### src/rtl/ads127l1x_cfg_pkg.sv
// Shared constants, state encodings and frame builders for the ADS127L1x config sequencer.
package ads127l1x_cfg_pkg;

  localparam logic [2:0]  OP_WR     = 3'b010;
  localparam logic [2:0]  OP_RD     = 3'b001;
  localparam logic [15:0] NOP_FRAME = 16'h0000;

  localparam logic [3:0] ST_IDLE     = 4'd0;
  localparam logic [3:0] ST_RST_LOW  = 4'd1;
  localparam logic [3:0] ST_RST_WAIT = 4'd2;
  localparam logic [3:0] ST_FETCH    = 4'd3;
  localparam logic [3:0] ST_WR       = 4'd4;
  localparam logic [3:0] ST_RD_CMD   = 4'd5;
  localparam logic [3:0] ST_RD_DATA  = 4'd6;
  localparam logic [3:0] ST_VERIFY   = 4'd7;
  localparam logic [3:0] ST_NEXT     = 4'd8;
  localparam logic [3:0] ST_START    = 4'd9;
  localparam logic [3:0] ST_RUN      = 4'd10;
  localparam logic [3:0] ST_ERROR    = 4'd11;

  typedef enum logic [3:0] {
    StIdle    = ST_IDLE,
    StRstLow  = ST_RST_LOW,
    StRstWait = ST_RST_WAIT,
    StFetch   = ST_FETCH,
    StWr      = ST_WR,
    StRdCmd   = ST_RD_CMD,
    StRdData  = ST_RD_DATA,
    StVerify  = ST_VERIFY,
    StNext    = ST_NEXT,
    StStart   = ST_START,
    StRun     = ST_RUN,
    StError   = ST_ERROR
  } seq_state_e;

  typedef enum logic [1:0] {
    FrIdle,
    FrLead,
    FrShift,
    FrTrail
  } frame_state_e;

  // entry is {addr[4:0], data[7:0]}; the upper address bits are not encodable in a frame
  function automatic logic [15:0] wr_frame(input logic [12:0] entry);
    return {OP_WR, entry[12:8], entry[7:0]};
  endfunction

  function automatic logic [15:0] rd_frame(input logic [12:0] entry);
    return {OP_RD, entry[12:8], 8'h00};
  endfunction

endpackage

### src/rtl/ads127l1x_spi_frame.sv
// One 16-bit SPI mode-1 transfer: MOSI launched on SCLK rise, MISO sampled on SCLK fall.
module ads127l1x_spi_frame
  import ads127l1x_cfg_pkg::*;
#(
  parameter int unsigned SCLK_DIV = 4
) (
  input  logic        clk,
  input  logic        rst,
  input  logic        start,
  input  logic [15:0] tx_word,
  input  logic        spi_miso,
  output logic        done,
  output logic [15:0] rx_word,
  output logic        spi_cs_n,
  output logic        spi_sclk,
  output logic        spi_mosi
);

  localparam int unsigned DIV_W = $clog2(SCLK_DIV);
  localparam logic [DIV_W-1:0] DIV_LAST = DIV_W'(SCLK_DIV - 1);

  frame_state_e     state_q, state_d;
  logic [DIV_W-1:0] div_q, div_d;
  logic [3:0]       bit_q, bit_d;
  logic [15:0]      tx_q, tx_d;
  logic [15:0]      rx_q, rx_d;
  logic             cs_n_q, cs_n_d;
  logic             sclk_q, sclk_d;
  logic             mosi_q, mosi_d;
  logic             done_q, done_d;
  logic             div_tick;

  assign div_tick = (div_q == DIV_LAST);

  always_comb begin
    state_d = state_q;
    div_d   = div_tick ? '0 : div_q + DIV_W'(1);
    bit_d   = bit_q;
    tx_d    = tx_q;
    rx_d    = rx_q;
    cs_n_d  = cs_n_q;
    sclk_d  = sclk_q;
    mosi_d  = mosi_q;
    done_d  = 1'b0;
    unique case (state_q)
      FrIdle: begin
        div_d = '0;
        if (start) begin
          state_d = FrLead;
          cs_n_d  = 1'b0;
          tx_d    = tx_word;
          bit_d   = '0;
        end
      end
      FrLead: begin
        if (div_tick) begin
          sclk_d  = 1'b1;
          mosi_d  = tx_q[15];
          tx_d    = {tx_q[14:0], 1'b0};
          state_d = FrShift;
        end
      end
      FrShift: begin
        if (div_tick) begin
          if (sclk_q) begin
            sclk_d = 1'b0;
            rx_d   = {rx_q[14:0], spi_miso};
            if (bit_q == 4'd15) state_d = FrTrail;
            else                bit_d   = bit_q + 4'd1;
          end else begin
            sclk_d = 1'b1;
            mosi_d = tx_q[15];
            tx_d   = {tx_q[14:0], 1'b0};
          end
        end
      end
      FrTrail: begin
        if (div_tick) begin
          cs_n_d  = 1'b1;
          mosi_d  = 1'b0;
          done_d  = 1'b1;
          state_d = FrIdle;
        end
      end
      default: state_d = FrIdle;
    endcase
  end

  always_ff @(posedge clk or posedge rst) begin
    if (rst) begin
      state_q <= FrIdle;
      div_q   <= '0;
      bit_q   <= '0;
      tx_q    <= '0;
      rx_q    <= '0;
      cs_n_q  <= 1'b1;
      sclk_q  <= 1'b0;
      mosi_q  <= 1'b0;
      done_q  <= 1'b0;
    end else begin
      state_q <= state_d;
      div_q   <= div_d;
      bit_q   <= bit_d;
      tx_q    <= tx_d;
      rx_q    <= rx_d;
      cs_n_q  <= cs_n_d;
      sclk_q  <= sclk_d;
      mosi_q  <= mosi_d;
      done_q  <= done_d;
    end
  end

  assign done     = done_q;
  assign rx_word  = rx_q;
  assign spi_cs_n = cs_n_q;
  assign spi_sclk = sclk_q;
  assign spi_mosi = mosi_q;

endmodule

### src/rtl/ads127l1x_config_sequencer.sv
// ADS127L1x power-up / register-load / START sequencer.
// Optional register readback verification is enabled by ADS127L1X_CFG_READBACK_EN.
module ads127l1x_config_sequencer
  import ads127l1x_cfg_pkg::*;
#(
  parameter int unsigned SCLK_DIV        = 4,
  parameter int unsigned NUM_REGS        = 16,
  parameter int unsigned RST_LOW_CYCLES  = 64,
  parameter int unsigned RST_WAIT_CYCLES = 20000,
  parameter int unsigned CS_GAP_CYCLES   = 8
) (
  input  logic        SYS_CLK,
  input  logic        SYS_RST,
  input  logic        go,
  input  logic        halt,
  output logic [4:0]  cfg_index,
  input  logic [15:0] cfg_word,
  output logic        adc_reset_n,
  output logic        adc_start,
  output logic        spi_cs_n,
  output logic        spi_sclk,
  output logic        spi_mosi,
  input  logic        spi_miso,
  output logic        busy,
  output logic        running,
  output logic        error,
  output logic [4:0]  err_index
);

  localparam int unsigned CNT_MAX =
      (RST_LOW_CYCLES > RST_WAIT_CYCLES) ? RST_LOW_CYCLES : RST_WAIT_CYCLES;
  localparam int unsigned CNT_W = $clog2(CNT_MAX + 1);
  localparam int unsigned GAP_W = $clog2(CS_GAP_CYCLES + 1);
  localparam logic [GAP_W-1:0] GAP_MAX  = GAP_W'(CS_GAP_CYCLES);
  localparam logic [GAP_W-1:0] GAP_LAST = GAP_W'(CS_GAP_CYCLES - 1);
  localparam logic [4:0]       LAST_IDX = 5'(NUM_REGS - 1);

  seq_state_e       state_q, state_d, frame_next;
  logic [CNT_W-1:0] cnt_q, cnt_d;
  logic [GAP_W-1:0] gap_q, gap_d;
  logic             step_q, step_d;
  logic             halt_pend_q, halt_pend_d;
  logic [4:0]       idx_q, idx_d;
  logic [12:0]      cfg_q, cfg_d;
  logic             rst_n_q, rst_n_d;
  logic             start_q, start_d;
  logic             frame_start, frame_done, gap_ok;
  logic [15:0]      frame_tx, frame_rx;
  logic             unused_bits;

`ifdef ADS127L1X_CFG_READBACK_EN
  logic [7:0] rd_q, rd_d;
  logic [4:0] err_idx_q, err_idx_d;
  assign unused_bits = ^{frame_rx[15:8], cfg_word[15:13]};
`else
  assign unused_bits = ^{frame_rx, cfg_word[15:13]};
`endif

  ads127l1x_spi_frame #(
    .SCLK_DIV(SCLK_DIV)
  ) u_spi_frame (
    .clk     (SYS_CLK),
    .rst     (SYS_RST),
    .start   (frame_start),
    .tx_word (frame_tx),
    .spi_miso(spi_miso),
    .done    (frame_done),
    .rx_word (frame_rx),
    .spi_cs_n(spi_cs_n),
    .spi_sclk(spi_sclk),
    .spi_mosi(spi_mosi)
  );

  // CS-high time since the last frame; gates every frame launch and the NEXT state
  assign gap_d  = !spi_cs_n ? '0 : ((gap_q == GAP_MAX) ? gap_q : gap_q + GAP_W'(1));
  assign gap_ok = (gap_q >= GAP_LAST);

  always_comb begin
    frame_tx   = NOP_FRAME;
    frame_next = StNext;
    unique case (state_q)
      StWr: begin
        frame_tx = wr_frame(cfg_q);
`ifdef ADS127L1X_CFG_READBACK_EN
        frame_next = StRdCmd;
`endif
      end
`ifdef ADS127L1X_CFG_READBACK_EN
      StRdCmd: begin
        frame_tx   = rd_frame(cfg_q);
        frame_next = StRdData;
      end
      StRdData: frame_next = StVerify;
`endif
      default: ;
    endcase
  end

  always_comb begin
    state_d     = state_q;
    cnt_d       = (cnt_q == CNT_W'(CNT_MAX)) ? cnt_q : cnt_q + CNT_W'(1);
    step_d      = step_q;
    halt_pend_d = halt_pend_q;
    idx_d       = idx_q;
    cfg_d       = cfg_q;
    frame_start = 1'b0;
`ifdef ADS127L1X_CFG_READBACK_EN
    rd_d      = rd_q;
    err_idx_d = err_idx_q;
`endif
    unique case (state_q)
      StIdle: if (go && !halt) state_d = StRstLow;
      StRstLow: begin
        if (halt) state_d = StIdle;
        else if (cnt_q == CNT_W'(RST_LOW_CYCLES - 1)) state_d = StRstWait;
      end
      StRstWait: begin
        if (halt) state_d = StIdle;
        else if (cnt_q == CNT_W'(RST_WAIT_CYCLES - 1)) begin
          idx_d   = '0;
          state_d = StFetch;
        end
      end
      StFetch: begin
        // first cycle lets cfg_word settle after the index change, second latches it
        if (halt) state_d = StIdle;
        else if (!step_q) step_d = 1'b1;
        else begin
          cfg_d   = cfg_word[12:0];
          state_d = StWr;
        end
      end
`ifdef ADS127L1X_CFG_READBACK_EN
      StWr, StRdCmd, StRdData: begin
`else
      StWr: begin
`endif
        if (!step_q) begin
          if (halt) state_d = StIdle;
          else if (gap_ok) begin
            frame_start = 1'b1;
            step_d      = 1'b1;
          end
        end else begin
          if (halt) halt_pend_d = 1'b1;
          if (frame_done) begin
            state_d = (halt || halt_pend_q) ? StIdle : frame_next;
`ifdef ADS127L1X_CFG_READBACK_EN
            if (state_q == StRdData) rd_d = frame_rx[7:0];
`endif
          end
        end
      end
`ifdef ADS127L1X_CFG_READBACK_EN
      StVerify: begin
        if (halt) state_d = StIdle;
        else if (rd_q != cfg_q[7:0]) begin
          err_idx_d = idx_q;
          state_d   = StError;
        end else state_d = StNext;
      end
`endif
      StNext: begin
        if (halt) state_d = StIdle;
        else if (gap_ok) begin
          if (idx_q == LAST_IDX) state_d = StStart;
          else begin
            idx_d   = idx_q + 5'd1;
            state_d = StFetch;
          end
        end
      end
      StStart: state_d = halt ? StIdle : StRun;
      StRun, StError: begin
        if (halt) state_d = StIdle;
        else if (go) state_d = StRstLow;
      end
      default: state_d = StIdle;
    endcase
    if (state_d != state_q) begin
      cnt_d       = '0;
      step_d      = 1'b0;
      halt_pend_d = 1'b0;
    end
    rst_n_d = (state_d != StRstLow);
    start_d = (state_d == StStart) || (state_d == StRun);
  end

  always_ff @(posedge SYS_CLK or posedge SYS_RST) begin
    if (SYS_RST) begin
      state_q     <= StIdle;
      cnt_q       <= '0;
      gap_q       <= GAP_MAX;
      step_q      <= 1'b0;
      halt_pend_q <= 1'b0;
      idx_q       <= '0;
      cfg_q       <= '0;
      rst_n_q     <= 1'b1;
      start_q     <= 1'b0;
`ifdef ADS127L1X_CFG_READBACK_EN
      rd_q        <= '0;
      err_idx_q   <= '0;
`endif
    end else begin
      state_q     <= state_d;
      cnt_q       <= cnt_d;
      gap_q       <= gap_d;
      step_q      <= step_d;
      halt_pend_q <= halt_pend_d;
      idx_q       <= idx_d;
      cfg_q       <= cfg_d;
      rst_n_q     <= rst_n_d;
      start_q     <= start_d;
`ifdef ADS127L1X_CFG_READBACK_EN
      rd_q        <= rd_d;
      err_idx_q   <= err_idx_d;
`endif
    end
  end

  assign cfg_index   = idx_q;
  assign adc_reset_n = rst_n_q;
  assign adc_start   = start_q;
  assign busy        = !(state_q inside {StIdle, StRun, StError});
  assign running     = (state_q == StRun);
`ifdef ADS127L1X_CFG_READBACK_EN
  assign error       = (state_q == StError);
  assign err_index   = err_idx_q;
`else
  assign error       = 1'b0;
  assign err_index   = 5'd0;
`endif

endmodule

### config.mk
export PLATFORM = sky130hd
export DESIGN_NAME = ads127l1x_config_sequencer
export DESIGN_NICKNAME = d
export VERILOG_FILES = /design/src/rtl/ads127l1x_cfg_pkg.sv /design/src/rtl/ads127l1x_spi_frame.sv /design/src/rtl/ads127l1x_config_sequencer.sv
export SDC_FILE = /design/constraint.sdc
export NUM_CORES = 1
export LEC_CHECK = 0
export BUFFER_PORTS_ARGS = -buffer_cell sky130_fd_sc_hd__buf_2
export CAP_MARGIN = 25
export CORE_ASPECT_RATIO = 1.1
export CORE_UTILIZATION = 59
export CTS_CLUSTER_DIAMETER = 50
export DETAILED_ROUTE_END_ITERATION = 12
export GPL_TIMING_DRIVEN = 0
export PLACE_DENSITY = 0.86
export SYNTH_ARGS = -nofsm -noshare
export SYNTH_HDL_FRONTEND = slang
export SYNTH_SLANG_ARGS = --single-unit
### constraint.sdc
create_clock -name SYS_CLK -period 3.3 [get_ports SYS_CLK]
set_clock_uncertainty 0.15 [all_clocks]
set_input_delay 0.66 -clock SYS_CLK [delete_from_list [all_inputs] [get_ports SYS_CLK]]
set_output_delay 0.66 -clock SYS_CLK [all_outputs]
set_load 0.01 [all_outputs]
==> impl_metrics.env, run 1 <==
export IMPL_cts_hold_buf=0
export IMPL_timing_hold_violations_final=0
export IMPL_worstMarginPinSlew_ps=885
export IMPL_rows=31
export IMPL_r2r_start="gap_q[0]"
export IMPL_synth_seq_area_share=0.457
export IMPL_core_area_um2=6560
export IMPL_drive_above_1_share=0.210
export IMPL_die_y_um=88.4
export IMPL_synthAdderAreaFrac=0.0406
export IMPL_synth_ff_type="dfrtp_1"
export IMPL_critical_path_buf_inv_count=3
export IMPL_yosys_warnings=0
export IMPL_min_to="u_spi_frame.div_q[0]"
export IMPL_multi_input_area_um2=1980
export IMPL_synth_async_sr_flop_share=1.00
export IMPL_cts_setup_buffers=0
export IMPL_netlist_instances=409
export IMPL_p_per_area_nw_per_um2=410
export IMPL_synth_top_area_frac=0.437
export IMPL_hold_class="reg -> reg"
export IMPL_fin_util=0.683
export IMPL_worstPathMaxFanout=10
export IMPL_firstDrtPassIters=4
export IMPL_cts_sinks=73
export IMPL_cellLeakagePower_uw=0.00201
export IMPL_ir_drop_mv=0.283
export IMPL_max_freq_mhz=372
export IMPL_grt_overflow=0
export IMPL_clockRootBuffer="clkbuf_8"
export IMPL_area_growth_pct=11.7
export IMPL_first_iter_violations=240
export IMPL_cp_data_arrival_time_ps=1880
export IMPL_fin_crit_ps=2690
export IMPL_die_area_um2=7120
export IMPL_worstHoldStart="u_spi_frame.div_q[0]"
export IMPL_synth_top_family_by_area="simple AND/OR/NAND/NOR gates"
export IMPL_clkTransAtPathRegs_ps=80
export IMPL_wl_per_cell_um=15.0
export IMPL_cts_tree="done"
export IMPL_dpl_hpwl_um=5680
export IMPL_hold_depth=1
export IMPL_rsz0062_at_grt="false"
export IMPL_io_buffers=28
export IMPL_antenna_cells=0
export IMPL_grt_max_degree=74
export IMPL_io_pin_count=39
export IMPL_htreeDepth=3
export IMPL_wirelength_um=8120
export IMPL_fin_nets=487
export IMPL_vias_per_cell=5.75
export IMPL_synthTopCellsByArea="dfrtp_1 (44%), nand2_1 (5.2%), o21ai_0 (4.2%)"
export IMPL_antenna_found_initial=0
export IMPL_rr_worst_depth=9
export IMPL_r2r_end="cnt_q[2]"
export IMPL_insertion_delay_ps=360
export IMPL_synth_edff_count=0
export IMPL_fillers=542
export IMPL_dpl_cell_area_um2=4270
export IMPL_vias=3104
export IMPL_tritoncts_num_buffers=9
export IMPL_stdcell_area_um2=4470
export IMPL_place_congestion=0.848
export IMPL_grt_first_pass_wirelength_um=13600
export IMPL_synthXorXnorAreaFrac=0.0372
export IMPL_slowest_delay_ps=430
export IMPL_regArea_um2=1830
export IMPL_synth_mux_area_fraction=0.0481
export IMPL_grt_pass1_vias=2948
export IMPL_reg2reg_slack_ps=650
export IMPL_crit_path_end_kind="primary output"
export IMPL_drv_cap=0
export IMPL_synth_most_common_cell="dfrtp_1"
export IMPL_ctsLongestPathBuffers=2
export IMPL_crit_slowest_cell="dfrtp_1"
export IMPL_synth_compound_area_frac=0.143
export IMPL_fin_crit_sh=0.814
export IMPL_antenna_left=0
export IMPL_yosysTopAreaCell="dfrtp_1"
export IMPL_drc=0
export IMPL_chipWidth_um=80.6
export IMPL_synth_common_cells="dfrtp_1 (70), nand2_1 (55), o21ai_0 (34), nor2_1 (26), nand3_1 (15)"
export IMPL_grt_usage=0.252
export IMPL_setup_viol=0
export IMPL_initial_core_util=0.611
export IMPL_crit_family="buffers and inverters"
export IMPL_ys_ff_latch=73
export IMPL_crit_chain="buf_6, clkbuf_1, nor3_1, a21oi_1, or2_2, buf_2"
export IMPL_avgSynthCellArea_um2=9.80
export IMPL_slew_violations=0
export IMPL_ys_types=62
export IMPL_cts_resized=0
export IMPL_max_slew_margin=0.410
export IMPL_crit_type="reg -> out"
export IMPL_status="completed"
export IMPL_cp_start_kind="flop"
export IMPL_synthSimpleGateAreaFrac=0.219
export IMPL_total_power_uw=1830
export IMPL_synthesis_area_um2=4010
export IMPL_crit_required_ps=2490
## flip-flops by register name (all words and copies together) (netlist names)
register / count
adc_reset_n: 1
adc_start: 1
cfg_index: 5
cfg_q: 13
cnt_q: 15
gap_q: 4
halt_pend_q: 1
state_q: 4
step_q: 1
u_spi_frame.bit_q: 4
u_spi_frame.div_q: 2
u_spi_frame.done: 1
u_spi_frame.spi_cs_n: 1
u_spi_frame.spi_mosi: 1
u_spi_frame.spi_sclk: 1
u_spi_frame.state_q: 2
u_spi_frame.tx_q: 16
## how the worst max path moves through the flow
stage / start / endpoint / slack, ps / cells past startpoint
final: state_q[3] / busy / 610 / 6
after floorplan: SYS_RST / adc_start / 640 / 1
after global placement: SYS_RST / cfg_index[1] / -210 / 2
after detailed placement: halt / halt_pend_q / 610 / 9
after global routing: gap_q[0] / cnt_q[2] / 490 / 9
after CTS: state_q[3] / busy / 610 / 6
## worst reg2reg max path, cell delays in order, from the launching register on
cell and delay [ps]:
dfrtp_1 430, ha_1 270, a21oi_4 290, a21oi_1 110, a21oi_1 240, a211oi_1 110, or4_4 560, buf_6 160
buf_12 160, nor2_4 100
## placed cells by master, fill, tap and decap left out, types with 3 or more instances in the layout
master / netlist / final
clkbuf_1: 13 / 14
a31oi_1: 5 / 5
nand4_1: 6 / 6
nor2_4: 9 / 9
buf_6: 3 / 3
o21ai_0: 34 / 34
nor2b_1: 4 / 4
nand3_1: 15 / 15
nand2_1: 55 / 55
nor2_1: 26 / 26
dfstp_2: 3 / 3
buf_2: 3 / 31
xnor2_1: 7 / 7
and3_1: 10 / 10
a22oi_1: 12 / 12
and2_1: 7 / 7
conb_1: 1 / 6
nor3_1: 8 / 8
a21o_1: 3 / 3
clkbuf_8: 0 / 10
inv_1: 14 / 13
a21oi_1: 14 / 14
ha_1: 13 / 13
dfrtp_1: 70 / 70
xor2_1: 10 / 10
buf_4: 6 / 6
mux2_2: 14 / 14
## layer usage
metal  track usage  vias up  share of wire
met5             0        -              0
met4         0.101        0          0.024
met3        0.0649       15          0.049
met2         0.426       86           0.51
met1         0.308     1497           0.42
li1              -     1506              -
## cell type report
type | instances | share of cell area
Timing Repair Buffer | 28 | 0.0313
Sequential cell | 73 | 0.409
Buffer | 26 | 0.0364
Multi-Input combinational cell | 301 | 0.442
Inverter | 14 | 0.0123
Tap cell | 82 | 0.0229
Clock inverter | 5 | 0.0140
Clock buffer | 11 | 0.0316
## report_power, final
group / internal (uW) / leakage (uW) / total (uW) / switching [uW]
Clock: 375 / 0.0000966 / 730 / 355
Sequential: 913 / 0.000975 / 939 / 25.3
Combinational: 68.5 / 0.000937 / 165 / 96.5
## cells by family (layout without fill, tap and decap cells)
family	after synthesis	in the layout
AO/OA/AOI/OAI	86	86
XOR/XNOR	17	17
adder cells (fa/ha/maj)	13	13
buffers and inverters	40	84
flip-flops	73	73
multiplexers	17	17
other	1	6
AND/OR/NAND/NOR	162	162
## through the flow
| step | setup WS, ps | std cells | TNS (ps) | hold WS (ps) |
|---|---|---|---|---|
| floorplan | 642 | 414 | 0 | 258 |
| global placement | -210 | 524 | -14290 | 270 |
| detailed placement | 615 | 524 | 0 | 285 |
| CTS | 612 | 540 | 0 | 297 |
| global route | 489 | 540 | 0 | 312 |
| finish | 612 | 540 | 0 | 295 |
Note: power is estimated with default switching activity, not from simulation.
==> run 2, diff against run 1 <==
Settings changed: ABC_AREA set to 1.
Clock period 3.3 ns to 2.7 ns, I/O delays scaled along.
==> run 2 against run 1 <==
  * Hold slack got worse by 81 ps
  * Critical path type is now reg -> reg
  * Combinational power rose to 6.0 times the previous value
  * Via count rose by 6.6%
  * Register-to-register slack got worse by 200 ps
  * Largest cell class is now registers
  * Clock power rose by 12%
  * Sequential share of layout area rose by 0.69 points
  * Die area fell by 1.3%
  * First-iteration DRC count fell by 21%
==> impl_metrics.env, run 2 <==
export IMPL_synth_async_sr_flop_share=1.00
export IMPL_initial_core_util=0.627
export IMPL_hold_class="in -> async"
export IMPL_crit_type="reg -> reg"
export IMPL_switching_share=0.388
export IMPL_r2r_end="cnt_q[3]"
export IMPL_antenna_found_initial=0
export IMPL_cellLeakagePower_uw=0.00219
export IMPL_synth_edff_count=0
export IMPL_wirelength_um=7600
export IMPL_ir_drop_mv=0.570
export IMPL_pwr_share_comb=0.311
export IMPL_sequentialPowerShare=0.432
export IMPL_ys_types=38
export IMPL_fin_util=0.698
export IMPL_rsz0062_at_grt="false"
export IMPL_worstMarginPinSlew_ps=855
export IMPL_setup_viol=0
export IMPL_crit_slowest_cell="dfrtp_1"
export IMPL_slowest_delay_ps=430
export IMPL_r2r_start="cfg_index[0]"
export IMPL_p_clk_frac=0.257
export IMPL_synthTopCellsByArea="dfrtp_1 (44%), nand2_1 (9.0%), inv_1 (6.5%)"
export IMPL_htreeDepth=3
export IMPL_cts_resized=0
export IMPL_max_slew_margin=0.430
export IMPL_cp_data_arrival_time_ps=2380
export IMPL_antenna_cells=0
export IMPL_synth_seq_area_share=0.463
export IMPL_ys_ff_latch=73
export IMPL_rr_worst_depth=16
export IMPL_cts_sinks=73
export IMPL_yosys_warnings=0
export IMPL_synthesis_area_um2=3960
export IMPL_place_congestion=0.879
export IMPL_netSwitchingPower_uw=1230
export IMPL_preCtsSetupSlack_ps=472
export IMPL_vias=3308
export IMPL_ctsLongestPathBuffers=2
export IMPL_cts_tree="done"
export IMPL_avgSynthCellArea_um2=8.04
export IMPL_rows=30
export IMPL_drive_above_1_share=0.170
export IMPL_synth_common_cells="nand2_1 (95), dfrtp_1 (70), inv_1 (68), nor2_1 (53), o21ai_0 (42)"
export IMPL_tritoncts_num_buffers=9
export IMPL_drc=0
export IMPL_chipWidth_um=80.1
export IMPL_crit_chain="ha_1, nand2_1, nor2_1, ha_1, inv_1, nand2_1, nor2_1, nor2_1, nand2_1, nand2_2, nand2_2, nand2_2, nand2_2, nand3_4, buf_6, nor2_2"
export IMPL_cts_setup_buffers=0
export IMPL_io_buffers=28
export IMPL_synth_ff_type="dfrtp_1"
export IMPL_clkTransAtPathRegs_ps=90
export IMPL_cts_hold_buf=0
export IMPL_fillers=495
export IMPL_synth_top_area_frac=0.443
export IMPL_fin_crit_ps=2250
export IMPL_dpl_hpwl_um=5470
export IMPL_antenna_left=0
export IMPL_grt_overflow=0
export IMPL_vias_per_cell=5.33
export IMPL_regMostFlops="u_spi_frame.tx_q"
export IMPL_crit_required_ps=2830
export IMPL_first_iter_violations=190
export IMPL_grt_usage=0.235
export IMPL_cp_common_cell="nand2_2"
export IMPL_final_cell_mix="nand2_1 (95), dfrtp_1 (70), inv_1 (67)"
export IMPL_crit_path_end_kind="flop"
export IMPL_fin_nets=570
export IMPL_timing_hold_violations_final=0
export IMPL_grt_max_degree=74
export IMPL_worstPathMaxFanout=10
export IMPL_clockRootBuffer="clkbuf_8"
export IMPL_largestRegisters="u_spi_frame.tx_q: 16 flops, cnt_q: 15 flops, cfg_q: 13 flops"
export IMPL_stdcell_area_um2=4400
export IMPL_total_power_uw=3170
export IMPL_status="completed"
export IMPL_wl_per_cell_um=12.2
export IMPL_yosysTopAreaCell="dfrtp_1"
export IMPL_largest_reg_flops=16
export IMPL_startpoint="cfg_index[0]"
export IMPL_synth_most_common_cell="nand2_1"
export IMPL_die_area_um2=7040
export IMPL_cp_start_kind="flop"
export IMPL_core_area_um2=6310
export IMPL_netlist_instances=492
export IMPL_drv_cap=0
export IMPL_grt_pass1_vias=3097
export IMPL_grt_first_pass_wirelength_um=12700
export IMPL_worst_slack_ps=450
export IMPL_area_growth_pct=11.3
export IMPL_die_y_um=87.9
export IMPL_layout_commonest_cell="nand2_1"
export IMPL_p_int_uw=1940
export IMPL_io_pin_count=39
export IMPL_firstDrtPassIters=4
export IMPL_p_per_area_nw_per_um2=721
export IMPL_dpl_cell_area_um2=4220
export IMPL_fin_crit_sh=0.833
export IMPL_max_freq_mhz=444
export IMPL_reg2reg_slack_ps=450
export IMPL_slew_violations=0
export IMPL_insertion_delay_ps=350
run 2: per-stage QoR:
step	TNS, ps	hold slack (ps)	instances
2_1_floorplan	0	258	497
3_3_place_gp	-44380	272	605
6_report	0	214	621
4_1_cts	0	252	621
3_5_place_dp	0	302	605
5_1_grt	0	260	621
run 2: worst max-delay path by stage:
stage | end | slack (ps) | depth (start not counted)
finish | cnt_q[3] | 450 | 16
global route | cnt_q[3] | 240 | 16
CTS | cnt_q[3] | 450 | 16
detailed placement | cnt_q[3] | 470 | 16
global placement | cfg_index[1] | -640 | 2
floorplan | adc_start | 160 | 1
run 2: final cells by class:
cell class	instances	area, um2	area share
clock buffer	9	124	0.0281
sequential	73	1830	0.416
clock inverter	7	60.1	0.0136
tap	80	100	0.0227
timing repair buffer	28	140	0.0318
buffer	14	97.6	0.0222
multi-input combinational	337	1770	0.403
inverter	73	277	0.0628
run 2: worst max-delay path: cells and delay by family (launching register included):
kind                       cells  cell delay, ps
adders and majority gates      2             390
buffers and inverters          2             260
DFF                            1             430
and+or+nand+nor               12             940
run 2: power by group through the flow:
stage               clock network (uW)  logic, uW  registers [uW]
floorplan                            0        736            1380
global placement                     0        932            1380
detailed placement                   0        975            1390
CTS                                819        984            1370
global route                       865       1110            1390
finish                             815        985            1370
run 2: logic make-up after synthesis:
family | Yosys count | share of synthesized area
AOI/OAI and AO/OA | 86 | 0.118
xor gates and xnor gates | 13 | 0.0288
adders and majority gates | 13 | 0.0411
buffers and inverters | 87 | 0.0940
DFF | 73 | 0.463
muxes | 6 | 0.0168
other | 1 | 0.000948
and+or+nand+nor | 213 | 0.238
run 2: metal layers:
metal	share of wire	wire length (um)	GRT usage
met1	0.45	3390	0.276
met4	0.022	167	0.120
met2	0.50	3820	0.417
met5	0	0	0
met3	0.028	212	0.0344
